$ cat config.mk
export PLATFORM = sky130hd
export DESIGN_NAME = arm_run_ctrl
export DESIGN_NICKNAME = d
export VERILOG_FILES = /design/src/rtl/arm_pkg.sv /design/src/rtl/arm_run_cmp.sv /design/src/rtl/arm_run_ctrl.sv
export SDC_FILE = /design/constraint.sdc
export NUM_CORES = 1
export LEC_CHECK = 0
export ABC_AREA = 0
export BUFFER_PORTS_ARGS = -buffer_cell sky130_fd_sc_hd__buf_4
export CORE_ASPECT_RATIO = 0.6
export CORE_MARGIN = 3
export CORE_UTILIZATION = 43
export CTS_BUF_LIST = sky130_fd_sc_hd__clkbuf_2 sky130_fd_sc_hd__clkbuf_4 sky130_fd_sc_hd__clkbuf_8
export DETAILED_ROUTE_END_ITERATION = 6
export PLACE_DENSITY = 0.89
export RECOVER_POWER = 25
export SLEW_MARGIN = 20
export SYNTH_ARGS = -nofsm -noshare
export SYNTH_HDL_FRONTEND = slang
export SYNTH_SLANG_ARGS = --single-unit
$ cat constraint.sdc
create_clock -name clk -period 2.3 [get_ports clk]
set_input_delay 0.115 -clock clk [delete_from_list [all_inputs] [get_ports clk]]
set_output_delay 0.115 -clock clk [all_outputs]
set_load 0.1 [all_outputs]
$ cat src/rtl/arm_pkg.sv
// arm_pkg: shared state encoding and address-width helpers for the ARM run controller
package arm_pkg;

    typedef enum logic [2:0] {
        S_IDLE,
        S_LOAD,
        S_RUN,
        S_CHECK,
        S_DONE
    } state_t;

    localparam int INS_MEM_SIZE_DEF  = 32;
    localparam int DATA_MEM_SIZE_DEF = 64;

    // Address width for a memory of n words, never narrower than one bit
    function automatic int aw(input int n);
        return n > 1 ? $clog2(n) : 1;
    endfunction

    localparam int IMEM_AW_DEF = aw(INS_MEM_SIZE_DEF);
    localparam int DMEM_AW_DEF = aw(DATA_MEM_SIZE_DEF);

endpackage

$ cat src/rtl/arm_run_cmp.sv
// arm_run_cmp: registered data compare with one-cycle mismatch pulse and saturating error count
module arm_run_cmp import arm_pkg::*; #(
    parameter int DATA_MEM_SIZE = DATA_MEM_SIZE_DEF
) (
    input  logic                             clk,
    input  logic                             rst,
    input  logic                             clr,
    input  logic                             en,
    input  logic [31:0]                      act,
    input  logic [31:0]                      want,
    input  logic [aw(DATA_MEM_SIZE)-1:0]     addr,
    output logic                             miss,
    output logic                             mis_valid,
    output logic [aw(DATA_MEM_SIZE)-1:0]     mis_addr,
    output logic [aw(DATA_MEM_SIZE+1)-1:0]   err_cnt
);

    localparam int ECW = aw(DATA_MEM_SIZE + 1);

    assign miss = en && act != want;

    // Report a mismatch one cycle after the compare and count it, stopping at DATA_MEM_SIZE
    always_ff @(posedge clk or negedge rst) begin
        if (!rst) begin
            mis_valid <= 1'b0;
            mis_addr  <= '0;
            err_cnt   <= '0;
        end else begin
            mis_valid <= miss;
            if (miss) mis_addr <= addr;
            if (clr) err_cnt <= '0;
            else if (miss && err_cnt != ECW'(DATA_MEM_SIZE)) err_cnt <= err_cnt + 1'b1;
        end
    end

endmodule

$ cat src/rtl/arm_run_ctrl.sv
// arm_run_ctrl: loads a program, runs the ARM core until pc leaves imem, then checks dmem against an expected stream
// Optional watchdog (run_cnt, timeout port) enabled by defining ARM_RUN_WATCHDOG_EN.
module arm_run_ctrl import arm_pkg::*; #(
    parameter int INS_MEM_SIZE   = INS_MEM_SIZE_DEF,
    parameter int DATA_MEM_SIZE  = DATA_MEM_SIZE_DEF,
    parameter int MAX_RUN_CYCLES = 4096
) (
    input  logic                             clk,
    input  logic                             rst,
    input  logic                             start,
    input  logic                             ld_valid,
    output logic                             ld_ready,
    input  logic [31:0]                      ld_data,
    output logic                             imem_we,
    output logic [aw(INS_MEM_SIZE)-1:0]      imem_addr,
    output logic [31:0]                      imem_wdata,
    output logic                             cpu_rst,
    input  logic [31:0]                      pc,
    output logic [aw(DATA_MEM_SIZE)-1:0]     dmem_addr,
    input  logic [31:0]                      dmem_rdata,
    input  logic                             exp_valid,
    output logic                             exp_ready,
    input  logic [31:0]                      exp_data,
    output logic                             busy,
    output logic                             done,
    output logic                             pass,
    output logic [aw(DATA_MEM_SIZE+1)-1:0]   err_cnt,
    output logic                             mis_valid,
    output logic [aw(DATA_MEM_SIZE)-1:0]     mis_addr
`ifdef ARM_RUN_WATCHDOG_EN
    ,
    output logic                             timeout
`endif
);

    localparam int          IAW    = aw(INS_MEM_SIZE);
    localparam int          DAW    = aw(DATA_MEM_SIZE);
    localparam logic [31:0] PC_END = 32'(INS_MEM_SIZE * 4);

    state_t         state;
    logic           rst_sync;
    logic [IAW-1:0] ld_cnt;
    logic [DAW-1:0] chk_cnt;
    logic           miss;
    logic           clr;
    logic           wd;
    logic           tmo;

    assign clr        = start && (state == S_IDLE || state == S_DONE);
    assign imem_we    = ld_valid && ld_ready;
    assign imem_addr  = ld_cnt;
    assign imem_wdata = ld_ready ? ld_data : '0;
    assign dmem_addr  = chk_cnt;

    // Reset asserts immediately but releases only on a clock edge
    always_ff @(posedge clk or negedge rst) begin
        if (!rst) rst_sync <= 1'b0;
        else rst_sync <= 1'b1;
    end

`ifdef ARM_RUN_WATCHDOG_EN
    localparam int RCW = aw(MAX_RUN_CYCLES);
    logic [RCW-1:0] run_cnt;
    assign wd  = run_cnt == RCW'(MAX_RUN_CYCLES - 1);
    assign tmo = timeout;
    // Count RUN cycles while the core is still inside imem; expiry latches timeout until the next start
    always_ff @(posedge clk or negedge rst_sync) begin
        if (!rst_sync) begin
            run_cnt <= '0;
            timeout <= 1'b0;
        end else if (clr) begin
            run_cnt <= '0;
            timeout <= 1'b0;
        end else if (state == S_RUN && pc < PC_END) begin
            if (wd) timeout <= 1'b1;
            else run_cnt <= run_cnt + 1'b1;
        end
    end
`else
    assign wd  = 1'b0;
    assign tmo = 1'b0;
`endif

    // Sequencer: load -> run -> check -> done, all status outputs registered
    always_ff @(posedge clk or negedge rst_sync) begin
        if (!rst_sync) begin
            state     <= S_IDLE;
            cpu_rst   <= 1'b1;
            busy      <= 1'b0;
            done      <= 1'b0;
            pass      <= 1'b0;
            ld_ready  <= 1'b0;
            exp_ready <= 1'b0;
            ld_cnt    <= '0;
            chk_cnt   <= '0;
        end else begin
            case (state)
                S_IDLE, S_DONE: if (start) begin
                    state    <= S_LOAD;
                    busy     <= 1'b1;
                    done     <= 1'b0;
                    pass     <= 1'b0;
                    ld_ready <= 1'b1;
                    ld_cnt   <= '0;
                    chk_cnt  <= '0;
                end
                S_LOAD: if (imem_we) begin
                    if (ld_cnt == IAW'(INS_MEM_SIZE - 1)) begin
                        state    <= S_RUN;
                        ld_ready <= 1'b0;
                        cpu_rst  <= 1'b0;
                    end else ld_cnt <= ld_cnt + 1'b1;
                end
                S_RUN: if (pc >= PC_END || wd) begin
                    state     <= S_CHECK;
                    cpu_rst   <= 1'b1;
                    exp_ready <= 1'b1;
                end
                S_CHECK: if (exp_valid) begin
                    if (chk_cnt == DAW'(DATA_MEM_SIZE - 1)) begin
                        state     <= S_DONE;
                        exp_ready <= 1'b0;
                        busy      <= 1'b0;
                        done      <= 1'b1;
                        pass      <= err_cnt == '0 && !miss && !tmo;
                    end else chk_cnt <= chk_cnt + 1'b1;
                end
                default: state <= S_IDLE;
            endcase
        end
    end

    arm_run_cmp #(.DATA_MEM_SIZE(DATA_MEM_SIZE)) u_cmp (
        .clk       (clk),
        .rst       (rst_sync),
        .clr       (clr),
        .en        (exp_valid && exp_ready),
        .act       (dmem_rdata),
        .want      (exp_data),
        .addr      (chk_cnt),
        .miss      (miss),
        .mis_valid (mis_valid),
        .mis_addr  (mis_addr),
        .err_cnt   (err_cnt)
    );

endmodule

* After elaboration in Yosys (flattened, before gate mapping)
Cells that the tools add are included.
W data, S select, Z words.
** Storage, ports and cells
- Flip-flop bits (word level) :: 35
- Logic and storage cells :: 91
** Operators by class
- $lt $le $gt $ge :: 1
- Mux-type cells :: 35
- Eq/ne operators :: 16
- Reduce and logical (&&, ||, !) cells :: 23
- $add $sub $neg :: 3
** Operator list (number)
- $ge A32 B8 Y1 const B :: 1
- $mux W32 :: 1
- $ne A32 B32 Y1 :: 1
- $reduce_and A4 Y1 :: 6
- $mux W3 :: 6
- $mux W6 :: 3
- $ne A2 B2 Y1 const B :: 8
- $mux W5 :: 3
- $mux W7 :: 2
- $pmux W1 S2 :: 6
- $pmux W3 S4 :: 1
- $pmux W6 S2 :: 1
- $mux W1 :: 11
- $pmux W5 S2 :: 1
- $reduce_bool A2 Y1 :: 5
- $add A7 B1 Y7 const B :: 1
- $logic_not A7 Y1 :: 1
- $ne A7 B7 Y1 const B :: 1
- $add A6 B1 Y6 const B :: 1
- $eq A3 B2 Y1 const B :: 2
- $eq A6 B6 Y1 const B :: 1
- $logic_and A1 B1 Y1 :: 6
- $reduce_and A6 Y1 :: 1
- $add A5 B1 Y5 const B :: 1
- 7 further kinds :: 7

* Depth between registers and ports, before layout
Gate-level depths: netlist (run 1).
- Depth in word-level cells :: 7
- Mapped depth :: 8
- Gate-level depth less buffers :: 8

* Hierarchy
From an unflattened synthesis (run 1), not the netlist that was laid out.
** Second synthesis, totals
- Cells, all modules :: 255
- Area, all modules :: 2358.5 µm²
** Modules (own cells, without submodules)
- arm_run_ctrl :: seq. area each 526.8 µm², area an instance 1343.8 µm², cells each 152, instances 1
- arm_run_cmp :: seq. area each 350.3 µm², area an instance 1014.7 µm², cells each 103, instances 1

* Least setup slack after synthesis (run 1)
OpenSTA, ideal clock, no wires.
- Kind :: reg2reg
- Start point :: register ld_ready
- End point :: register ld_cnt[3], in the netlist imem_addr[3]
- Stages on the path, launching flop included :: 5
- Buffers on the path :: 0
- Data required time :: 2.222 ns
- Setup slack :: -0.469 ns
- Arrival :: 2.691 ns
- Cell sequence :: dfrtp_1 -> and2_1 -> o22ai_2 -> or3_1 -> a21oi_1
** On the way
- Longest elaborated chain between the ends :: 3
** Ends and longest elaborated chain
- start, declared :: RTL line arm_run_ctrl.sv:12 : output logic ld_ready,
- start signal, assigned :: RTL line arm_run_ctrl.sv:92 : ld_ready <= 1'b0;
- start signal, assigned :: RTL line arm_run_ctrl.sv:103 : ld_ready <= 1'b1;
- start signal, assigned :: RTL line arm_run_ctrl.sv:110 : ld_ready <= 1'b0;
- $logic_and A1 B1 Y1 :: RTL line arm_run_ctrl.sv:50 : assign imem_we = ld_valid && ld_ready;
- named net imem_we :: RTL line arm_run_ctrl.sv:14 : output logic imem_we,
- $ne A2 B2 Y1 (no line)
- $reduce_and A4 Y1 (no line)
- end signal, assigned :: RTL line arm_run_ctrl.sv:112 : end else ld_cnt <= ld_cnt + 1'b1;
- end, declared :: RTL line arm_run_ctrl.sv:42 : logic [IAW-1:0] ld_cnt;
The timed path passes the listed nets, and every way through them passes these cells.
A chain may end at the register's enable or synchronous reset.

* Worst setup path after layout (run 1)
- Start point :: register ld_cnt[0], in the netlist imem_addr[0]
- End point :: register ld_cnt[3], in the netlist imem_addr[3]
** On the way
- Longest elaborated chain between the ends :: 4
** Ends and longest elaborated chain
- $add A5 B1 Y5 :: RTL line arm_run_ctrl.sv:112
- $mux W5 :: RTL line arm_run_ctrl.sv:108 : if (ld_cnt == IAW'(INS_MEM_SIZE - 1)) begin
- $mux W5 :: RTL line arm_run_ctrl.sv:107 : S_LOAD: if (imem_we) begin
- $pmux W5 S2 :: RTL line arm_run_ctrl.sv:97 : case (state)
Parallel ways exist; a longest one is shown, timed or not. The select of a mux whose other input is x is not followed.

==> results.sh, run 1 <==
export IMPL_synth_top_family_by_area="simple AND/OR/NAND/NOR gates"
export IMPL_post_cts_buffers=0
export IMPL_drive_above_1_share_pct=47.5
export IMPL_synthesis_nets=389
export IMPL_cp_start_kind="register"
export IMPL_cts_root_buf="clkbuf_8"
export IMPL_yosysSeqAreaShare_pct=37.6
export IMPL_ys_flop_type="dfrtp_1"
export IMPL_avgRoutedWirePerCell_um=15.4
export IMPL_synth_xor_area_share_pct=13.9
export IMPL_wl_mm=7.84
export IMPL_place_congestion=0.791
export IMPL_diodes=0
export IMPL_yosysTopAreaCell="dfrtp_1"
export IMPL_total_leakage_power_nw=1.98
export IMPL_clkTransAtPathRegs_ps=80
export IMPL_hold_violations=0
export IMPL_ant_nets=0
export IMPL_fillers=373
export IMPL_clk_latency_ps=300
export IMPL_slew_violations=0
export IMPL_grt_pass1_vias=2665
export IMPL_max_slew_worst_pin_slew_ps=756
export IMPL_total_power_mw=2.58
export IMPL_worst_slew_margin_rel_pct=49.6
export IMPL_cts_tree="yes"
export IMPL_critPathCaptureType="register"
export IMPL_cpMaxStageDelayCell="dfrtp_2"
export IMPL_syn2layout_area_growth_pct=68.4
export IMPL_drcViolationCount=0
export IMPL_status="finished, final reports clean"
export IMPL_dp_worst_setup_slack_ps=401
export IMPL_fp_dieH_um=63.0
export IMPL_path_delay_family="simple AND/OR/NAND/NOR gates"
export IMPL_slowest_delay_ps=450
export IMPL_min_period_ps=1930
export IMPL_fin_ws_ps=373
export IMPL_final_cell_mix="buf_4 (189), and2_1 (33), xnor2_1 (33), dfrtp_1 (32), nand2_1 (19)"
export IMPL_drv_cap=0
export IMPL_synth_area_leaders="dfrtp_1 (37%), xnor2_1 (12%), and2_1 (9.1%)"
export IMPL_core_area_um2=5150
export IMPL_crit_type="reg -> reg"
export IMPL_worstPathArrival_ps=2150
export IMPL_final_common_cell="buf_4"
export IMPL_synth_adder_area_share_pct=2.68
export IMPL_synthMuxAreaShare_pct=3.33
export IMPL_power_density_nw_per_um2=657
export IMPL_crit_top_cell="ha_1"
export IMPL_initial_core_util_pct=45.2
export IMPL_io_buffers=189
export IMPL_io_pins=197
export IMPL_dr_first_iter_drc_count=160
export IMPL_viasPerCell=5.01
export IMPL_vias=2557
export IMPL_setup_viol=0
export IMPL_setup_tns_ps=0
export IMPL_critical_path_cell_chain="ha_1 -> and3_1 -> ha_1 -> nor2_2 -> o22ai_2 -> or3_1 -> a21oi_1"
export IMPL_die_w_um=101
export IMPL_h_tree_depth=2
export IMPL_rows=20
export IMPL_dpl_hpwl_mm=6.45
export IMPL_grt_antenna_before_repair=0
export IMPL_hold_path_class="in -> reg"
export IMPL_timing_fmax_ghz=0.519
export IMPL_synth_edf_count=0
export IMPL_dr_pass1_iters=4
export IMPL_syn_cell_area_um2=2330
export IMPL_cp_required_ps=2530
export IMPL_syn_inst=251
export IMPL_finalClockSkew_ps=9.14
export IMPL_grt_start_max_net_pins=36
export IMPL_cts_buffer_depth=2
export IMPL_ys_seq_elements=35
export IMPL_ir_drop_v=0.000438
export IMPL_critPathMaxFanout=9
export IMPL_nets=581
export IMPL_yosysWarnings=0
export IMPL_rsz0062_at_grt="false"
export IMPL_grt_ovfl_total=0
export IMPL_synth_compound_area_share_pct=11.3
export IMPL_grtUsageTotal_pct=24.5
export IMPL_path_buf_inv=0
export IMPL_synth_distinct_cells=45
export IMPL_syn_avg_cell_area_um2=9.29
export IMPL_fin_crit_sh_pct=83.8
export IMPL_synth_top_cell_area_share_pct=36.5
export IMPL_async_reset_ff_share_pct=100
export IMPL_synthSimpleGateAreaFrac_pct=27.8
export IMPL_dieArea_um2=6370
export IMPL_cts_buffers=5
export IMPL_cts_sinks=35
export IMPL_grt_pass1_wl_mm=12.4
final timing paths:
kind | startpoint | cells past startpoint | to | slack [ps]
setup / recovery | imem_addr[0] | 7 | imem_addr[3] | 370
hold / removal | start | 2 | state[2] | 50
setup reg to reg | imem_addr[0] | 7 | imem_addr[3] | 370
hold reg to reg | rst_sync | 0 | u_cmp.mis_addr[2] | 190
max in group asynchronous | rst_sync | 1 | imem_addr[0] | 1030
min in group asynchronous | rst | 2 | rst_sync | 140
synth_stat cells, types with 2 or more instances:
master / instances
a41o_1: 2
or3_1: 2
clkbuf_1: 5
nand3_1: 10
nor4_1: 6
and3_1: 5
a211oi_1: 3
dfrtp_1: 34
a21o_1: 2
nor3_1: 2
a31o_1: 4
xor2_1: 4
o21ai_1: 4
a22oi_1: 2
nand4_1: 12
inv_1: 9
o21ai_0: 4
mux2_1: 6
a21oi_1: 5
xnor2_1: 33
nor2_1: 16
buf_2: 2
nand2_1: 19
ha_1: 5
nor4_4: 2
and2_1: 34
registers in the layout, indices dropped and copies added, names as in the netlist, 3 cells and up:
name,cells
u_cmp.err_cnt,7
dmem_addr,6
u_cmp.mis_addr,6
imem_addr,5
state,3
kinds of logic (layout without fill, tap and decap cells):
kind of cell	after synthesis	count (layout)
DFF	35	35
xor gates and xnor gates	37	37
AOI/OAI and AO/OA	35	35
buffers and inverters	17	210
muxes	7	7
and+or+nand+nor	114	114
adders and majority gates	5	5
other	1	1
layer usage:
metal / GRT usage (%) / routed length, um / vias up
met4: 6.30 / 85 / 0
li1: - / - / 1255
met1: 31.0 / 3180 / 1221
met2: 41.2 / 4080 / 72
met5: 0 / 0 / -
met3: 6.58 / 492 / 9
where the power goes:
group          internal (mW)  total, mW  switching, mW  leakage, nW
logic                  0.392       1.32          0.926         1.47
registers              0.676      0.756         0.0797        0.460
clock network          0.272      0.505          0.233       0.0505
total                   1.34       2.58           1.24         1.98
area by class of cell:
type	count	area, um2	area share, %
Clock buffer	7	96.3	2.45
Clock inverter	1	7.51	0.191
Inverter	9	33.8	0.861
Multi-Input combinational cell	199	1380	35.2
Sequential cell	35	880	22.4
Tap cell	66	82.6	2.10
Timing Repair Buffer	193	1440	36.8
through the flow:
stage | hold WS [ps] | cells | cell area [um2] | utilization (%)
after floorplan | -181 | 251 | 2330 | -
after global placement | -109 | 501 | 3820 | 74.1
after detailed placement | -108 | 501 | 3820 | 74.1
after CTS | 41.4 | 510 | 3930 | 76.3
after global routing | 58.6 | 510 | 3930 | 76.1
final | 51.7 | 510 | 3930 | 76.1
timing repair:
action                                 in CTS  in global routing
hold buffers                                1                  0
gates resized for setup                     0                  0
endpoints found under the hold margin       1                  0
No activity file was read; power rests on OpenSTA's default activity.
==> inputs of run 2 (changes only) <==
CORE_UTILIZATION = 36   (was 43)
PLACE_DENSITY = 0.79   (was 0.89)
clock period = 1.65 ns   (was 2.3 ns; I/O delays follow)
==> results.sh, run 2 (synthesis results as in run 1) <==
export IMPL_viasPerCell=4.72
export IMPL_p_int_mw=1.93
export IMPL_place_congestion=0.851
export IMPL_grt_pass1_vias=2480
export IMPL_switching_share_pct=48.0
export IMPL_wl_mm=8.15
export IMPL_timing_fmax_ghz=0.592
export IMPL_min_period_ps=1690
export IMPL_hold_violations=0
export IMPL_largest_reg_flops=7
export IMPL_die_w_um=110
export IMPL_grt_ovfl_total=0
export IMPL_worst_slew_margin_rel_pct=20.8
export IMPL_drive_above_1_share_pct=62.2
export IMPL_diodes=0
export IMPL_dr_first_iter_drc_count=89
export IMPL_combPwrFrac_pct=54.1
export IMPL_regMostFlops="u_cmp.err_cnt"
export IMPL_critPathMaxFanout=4
export IMPL_hold_ws_ps=102
export IMPL_final_common_cell="buf_4"
export IMPL_avgRoutedWirePerCell_um=14.9
export IMPL_drv_cap=0
export IMPL_fin_ws_ps=-40.5
export IMPL_clkTransAtPathRegs_ps=70
export IMPL_critPathCaptureType="register"
export IMPL_violations="setup timing"
export IMPL_vias=2584
export IMPL_power_density_nw_per_um2=866
export IMPL_grt_pass1_wl_mm=12.0
export IMPL_io_pins=197
export IMPL_cts_root_buf="clkbuf_8"
export IMPL_drcViolationCount=0
export IMPL_syn2layout_area_growth_pct=83.6
export IMPL_layoutNonFillerInstCount=547
export IMPL_nets=600
export IMPL_grt_start_max_net_pins=35
export IMPL_dieArea_um2=7510
export IMPL_slew_violations=0
export IMPL_setup_viol=2
export IMPL_clk_latency_ps=290
export IMPL_setup_tns_ps=-65.4
export IMPL_core_area_um2=6190
export IMPL_rows=22
export IMPL_fp_dieH_um=68.3
export IMPL_max_slew_worst_pin_slew_ps=1190
export IMPL_worstPathArrival_ps=1910
export IMPL_grt_antenna_before_repair=0
export IMPL_p_switching_mw=1.78
export IMPL_initial_core_util_pct=37.6
export IMPL_crit_type="reg -> reg"
export IMPL_rsz0062_at_grt="true"
export IMPL_p_clk_share_pct=17.1
export IMPL_ant_nets=0
export IMPL_cts_buffers=5
export IMPL_hold_path_class="in -> async"
export IMPL_total_leakage_power_nw=2.06
export IMPL_place_inst=530
export IMPL_fin_crit_sh_pct=102
export IMPL_cp_required_ps=1870
export IMPL_grtUsageTotal_pct=20.7
export IMPL_ir_drop_v=0.00150
export IMPL_seqPwrFrac_pct=28.8
export IMPL_final_cell_mix="buf_4 (207), xnor2_1 (33), and2_2 (29), nand2_1 (18), nor2_1 (16)"
export IMPL_dpl_hpwl_mm=6.79
export IMPL_h_tree_depth=2
export IMPL_cts_tree="yes"
export IMPL_cp_start_kind="register"
export IMPL_status="finished, violations left"
export IMPL_cts_sinks=35
export IMPL_dr_pass1_iters=4
export IMPL_cts_buffer_depth=2
export IMPL_io_buffers=189
export IMPL_finalClockSkew_ps=7.22
-- run 2: layout make-up --
class	count	area, um2
Sequential cell	35	925
Clock buffer	6	76.3
Inverter	9	33.8
Fill cell	494	1910
Tap cell	84	105
Timing Repair Buffer	212	1590
Clock inverter	2	12.5
Multi-Input combinational cell	199	1540
-- run 2: what timing repair did --
item                                    4_1_cts  5_1_grt
endpoints found under the setup margin        8       11
endpoints found under the hold margin         2        0
hold buffers                                  2        0
gates resized for setup                       3        5
buffers inserted                              0        7
pin swaps                                     4        4
-- run 2: worst max-delay path, stage by stage (launching register included) --
cell,delay [ps]
dfrtp_4,490
ha_4,170
and3_4,180
ha_4,160
nor2_4,90
o22ai_4,80
or3_1,320
a21oi_1,120
-- run 2: final timing paths --
check / from / endpoint / slack, ps / depth (start not counted)
worst max-delay path: imem_addr[1] / imem_addr[3] / -40 / 7
worst min-delay path: rst / rst_sync / 100 / 2
worst max register to register: imem_addr[1] / imem_addr[3] / -40 / 7
worst min register to register: rst_sync / u_cmp.mis_addr[3] / 370 / 1
max in group asynchronous: rst_sync / imem_addr[0] / 210 / 1
min in group clk: exp_valid / state[0] / 200 / 3
-- run 2: layer usage --
layer	routed length [um]	track usage (%)
met4	67	4.82
met5	0	0
met3	450	5.28
met1	3560	29.2
met2	4070	31.7
-- run 2: metrics by stage --
step	cell area (um2)	setup WS [ps]	utilization [%]	power (mW)
after global routing	4280	-116	69.1	3.89
final	4280	-40.5	69.1	3.71
after detailed placement	4080	-41.2	65.9	3.06
after floorplan	2490	-212	-	2.43
after CTS	4220	-36.3	68.1	3.71
after global placement	4080	-0.543	65.9	3.02
-- run 2: power groups by stage --
stage,clock network [mW],logic (mW),registers [mW]
2_1_floorplan,0,0.781,1.65
3_3_place_gp,0,1.95,1.08
3_5_place_dp,0,1.98,1.08
4_1_cts,0.653,1.99,1.07
5_1_grt,0.685,2.12,1.08
6_report,0.635,2.00,1.07
==> inputs of run 3 (changes only) <==
CELL_PAD_IN_SITES_DETAIL_PLACEMENT = 0   (was default)
CELL_PAD_IN_SITES_GLOBAL_PLACEMENT = 1   (was default)
CORE_UTILIZATION = 24   (was 36)
PLACE_DENSITY = default   (was 0.79)
PLACE_DENSITY_LB_ADDON = 0.1   (was default)
==> results.sh, run 3 (synthesis results as in run 1) <==
export IMPL_status="finished, violations left"
export IMPL_violations="setup timing"
export IMPL_cts_tree="yes"
export IMPL_min_period_ps=1670
export IMPL_finalClockSkew_ps=4.97
export IMPL_setup_viol=1
export IMPL_grt_start_max_net_pins=35
export IMPL_clk_latency_ps=300
export IMPL_slowest_delay_ps=490
export IMPL_fillers=946
export IMPL_hold_ws_ps=98.4
export IMPL_r2r_cells=7
export IMPL_slew_violations=0
export IMPL_diodes=0
export IMPL_crit_type="reg -> reg"
export IMPL_die_w_um=133
export IMPL_rows=27
export IMPL_viasPerCell=4.27
export IMPL_drive_above_1_share_pct=63.6
export IMPL_critPathMaxFanout=4
export IMPL_worst_slew_margin_rel_pct=38.9
export IMPL_grt_antenna_before_repair=0
export IMPL_initial_core_util_pct=25.0
export IMPL_rsz0062_at_grt="true"
export IMPL_core_area_um2=9320
export IMPL_final_core_util_pct=47.4
export IMPL_regMostFlops="u_cmp.err_cnt"
export IMPL_ir_drop_v=0.000987
export IMPL_critPathCaptureType="register"
export IMPL_hold_violations=0
export IMPL_combPwrFrac_pct=52.8
export IMPL_io_buffers=189
export IMPL_fin_crit_sh_pct=101
export IMPL_critical_path_cell_chain="ha_4 -> and3_4 -> ha_4 -> nor2_4 -> o22ai_4 -> or3_1 -> a21oi_1"
export IMPL_nets=610
export IMPL_place_congestion=0.750
export IMPL_hold_path_class="in -> async"
export IMPL_p_switching_mw=1.77
export IMPL_p_int_mw=2.02
export IMPL_p_clk_share_pct=19.3
export IMPL_grt_ovfl_total=0
export IMPL_clkTransAtPathRegs_ps=70
export IMPL_layoutNonFillerInstCount=603
export IMPL_r2r_end="imem_addr[3]"
export IMPL_switching_share_pct=46.7
export IMPL_vias=2574
export IMPL_max_slew_worst_pin_slew_ps=917
export IMPL_dieArea_um2=11000
export IMPL_reg2reg_from="imem_addr[1]"
export IMPL_drcViolationCount=0
export IMPL_cpMaxStageDelayCell="dfrtp_4"
export IMPL_h_tree_depth=2
export IMPL_final_cell_mix="buf_4 (217), xnor2_1 (33), and2_2 (29), nand2_1 (17), nor2_1 (16)"
export IMPL_crit_top_cell="ha_4"
export IMPL_grtUsageTotal_pct=14.0
export IMPL_grt_pass1_wl_mm=12.1
export IMPL_worstPathArrival_ps=1900
export IMPL_dr_pass1_iters=4
export IMPL_avgRoutedWirePerCell_um=13.8
export IMPL_final_area_um2=4420
export IMPL_drv_cap=0
export IMPL_cts_buffers=5
export IMPL_wl_mm=8.33
export IMPL_timing_fmax_ghz=0.599
export IMPL_dpl_hpwl_mm=6.84
export IMPL_rrSetupSlack_ps=-20
export IMPL_io_pins=197
export IMPL_cp_start_kind="register"
export IMPL_dr_first_iter_drc_count=82
export IMPL_total_leakage_power_nw=2.12
export IMPL_setup_tns_ps=-20.1
export IMPL_place_inst=583
export IMPL_fp_dieH_um=82.3
export IMPL_largest_reg_flops=7
export IMPL_cp_required_ps=1880
export IMPL_ant_nets=0
export IMPL_grt_pass1_vias=2390
export IMPL_cts_sinks=35
export IMPL_cts_root_buf="clkbuf_8"
export IMPL_cts_buffer_depth=2
export IMPL_seqPwrFrac_pct=27.9
export IMPL_placed_area_um2=4200
export IMPL_syn2layout_area_growth_pct=89.7
export IMPL_final_common_cell="buf_4"
export IMPL_fin_ws_ps=-20.1
export IMPL_power_density_nw_per_um2=857
[run 3: final cells by class]
cell class                 count  area [um2]  share of cell area [%]
clock buffer                   8         104                    2.35
inverter                       9        33.8                   0.764
multi-input combinational    199        1520                    34.5
sequential                    35         925                    20.9
tap                          130         163                    3.68
timing repair buffer         222        1670                    37.8
[run 3: critical path: cells and delay by family, from the launching register on]
kind,cells,cell delay (ps)
fa+ha+maj,2,340
compound gates,2,200
flops,1,490
simple gates,3,580
[run 3: worst max-delay path by stage]
stage | startpoint | end | slack [ps] | cells after the start
floorplan | imem_addr[1] | imem_addr[3] | -210 | 7
global placement | exp_data[2] | u_cmp.mis_addr[5] | -60 | 6
detailed placement | exp_data[2] | u_cmp.mis_addr[0] | -40 | 6
CTS | imem_addr[1] | imem_addr[3] | -30 | 7
global route | imem_addr[1] | imem_addr[3] | -100 | 7
finish | imem_addr[1] | imem_addr[3] | -20 | 7
[run 3: per-stage QoR]
stage	setup WS [ps]	power, mW
after floorplan	-212	2.43
after global placement	-56.5	3.04
after detailed placement	-42.6	3.06
after CTS	-31.9	3.80
after global routing	-95.5	4.00
final	-20.1	3.79
[run 3: routing by layer]
metal / GRT usage [%] / vias to the layer above / routed length [um]
li1: - / 1312 / -
met1: 20.3 / 1212 / 3930
met2: 21.0 / 46 / 4050
met3: 3.87 / 4 / 297
met4: 3.08 / 0 / 49
met5: 0 / - / 0
[run 3: repair_timing]
action	4_1_cts	5_1_grt
endpoints found under the hold margin	2	0
setup buffers	0	10
hold buffers	2	0
setup endpoints to repair	8	13
pin swaps	1	7
gates resized for setup	1	7
[run 3: power groups by stage]
stage / logic [mW] / registers [mW] / clock network (mW)
2_1_floorplan: 0.781 / 1.65 / 0
6_report: 2.00 / 1.06 / 0.730
4_1_cts: 1.99 / 1.06 / 0.753
3_5_place_dp: 1.98 / 1.08 / 0
3_3_place_gp: 1.96 / 1.08 / 0
5_1_grt: 2.12 / 1.07 / 0.803
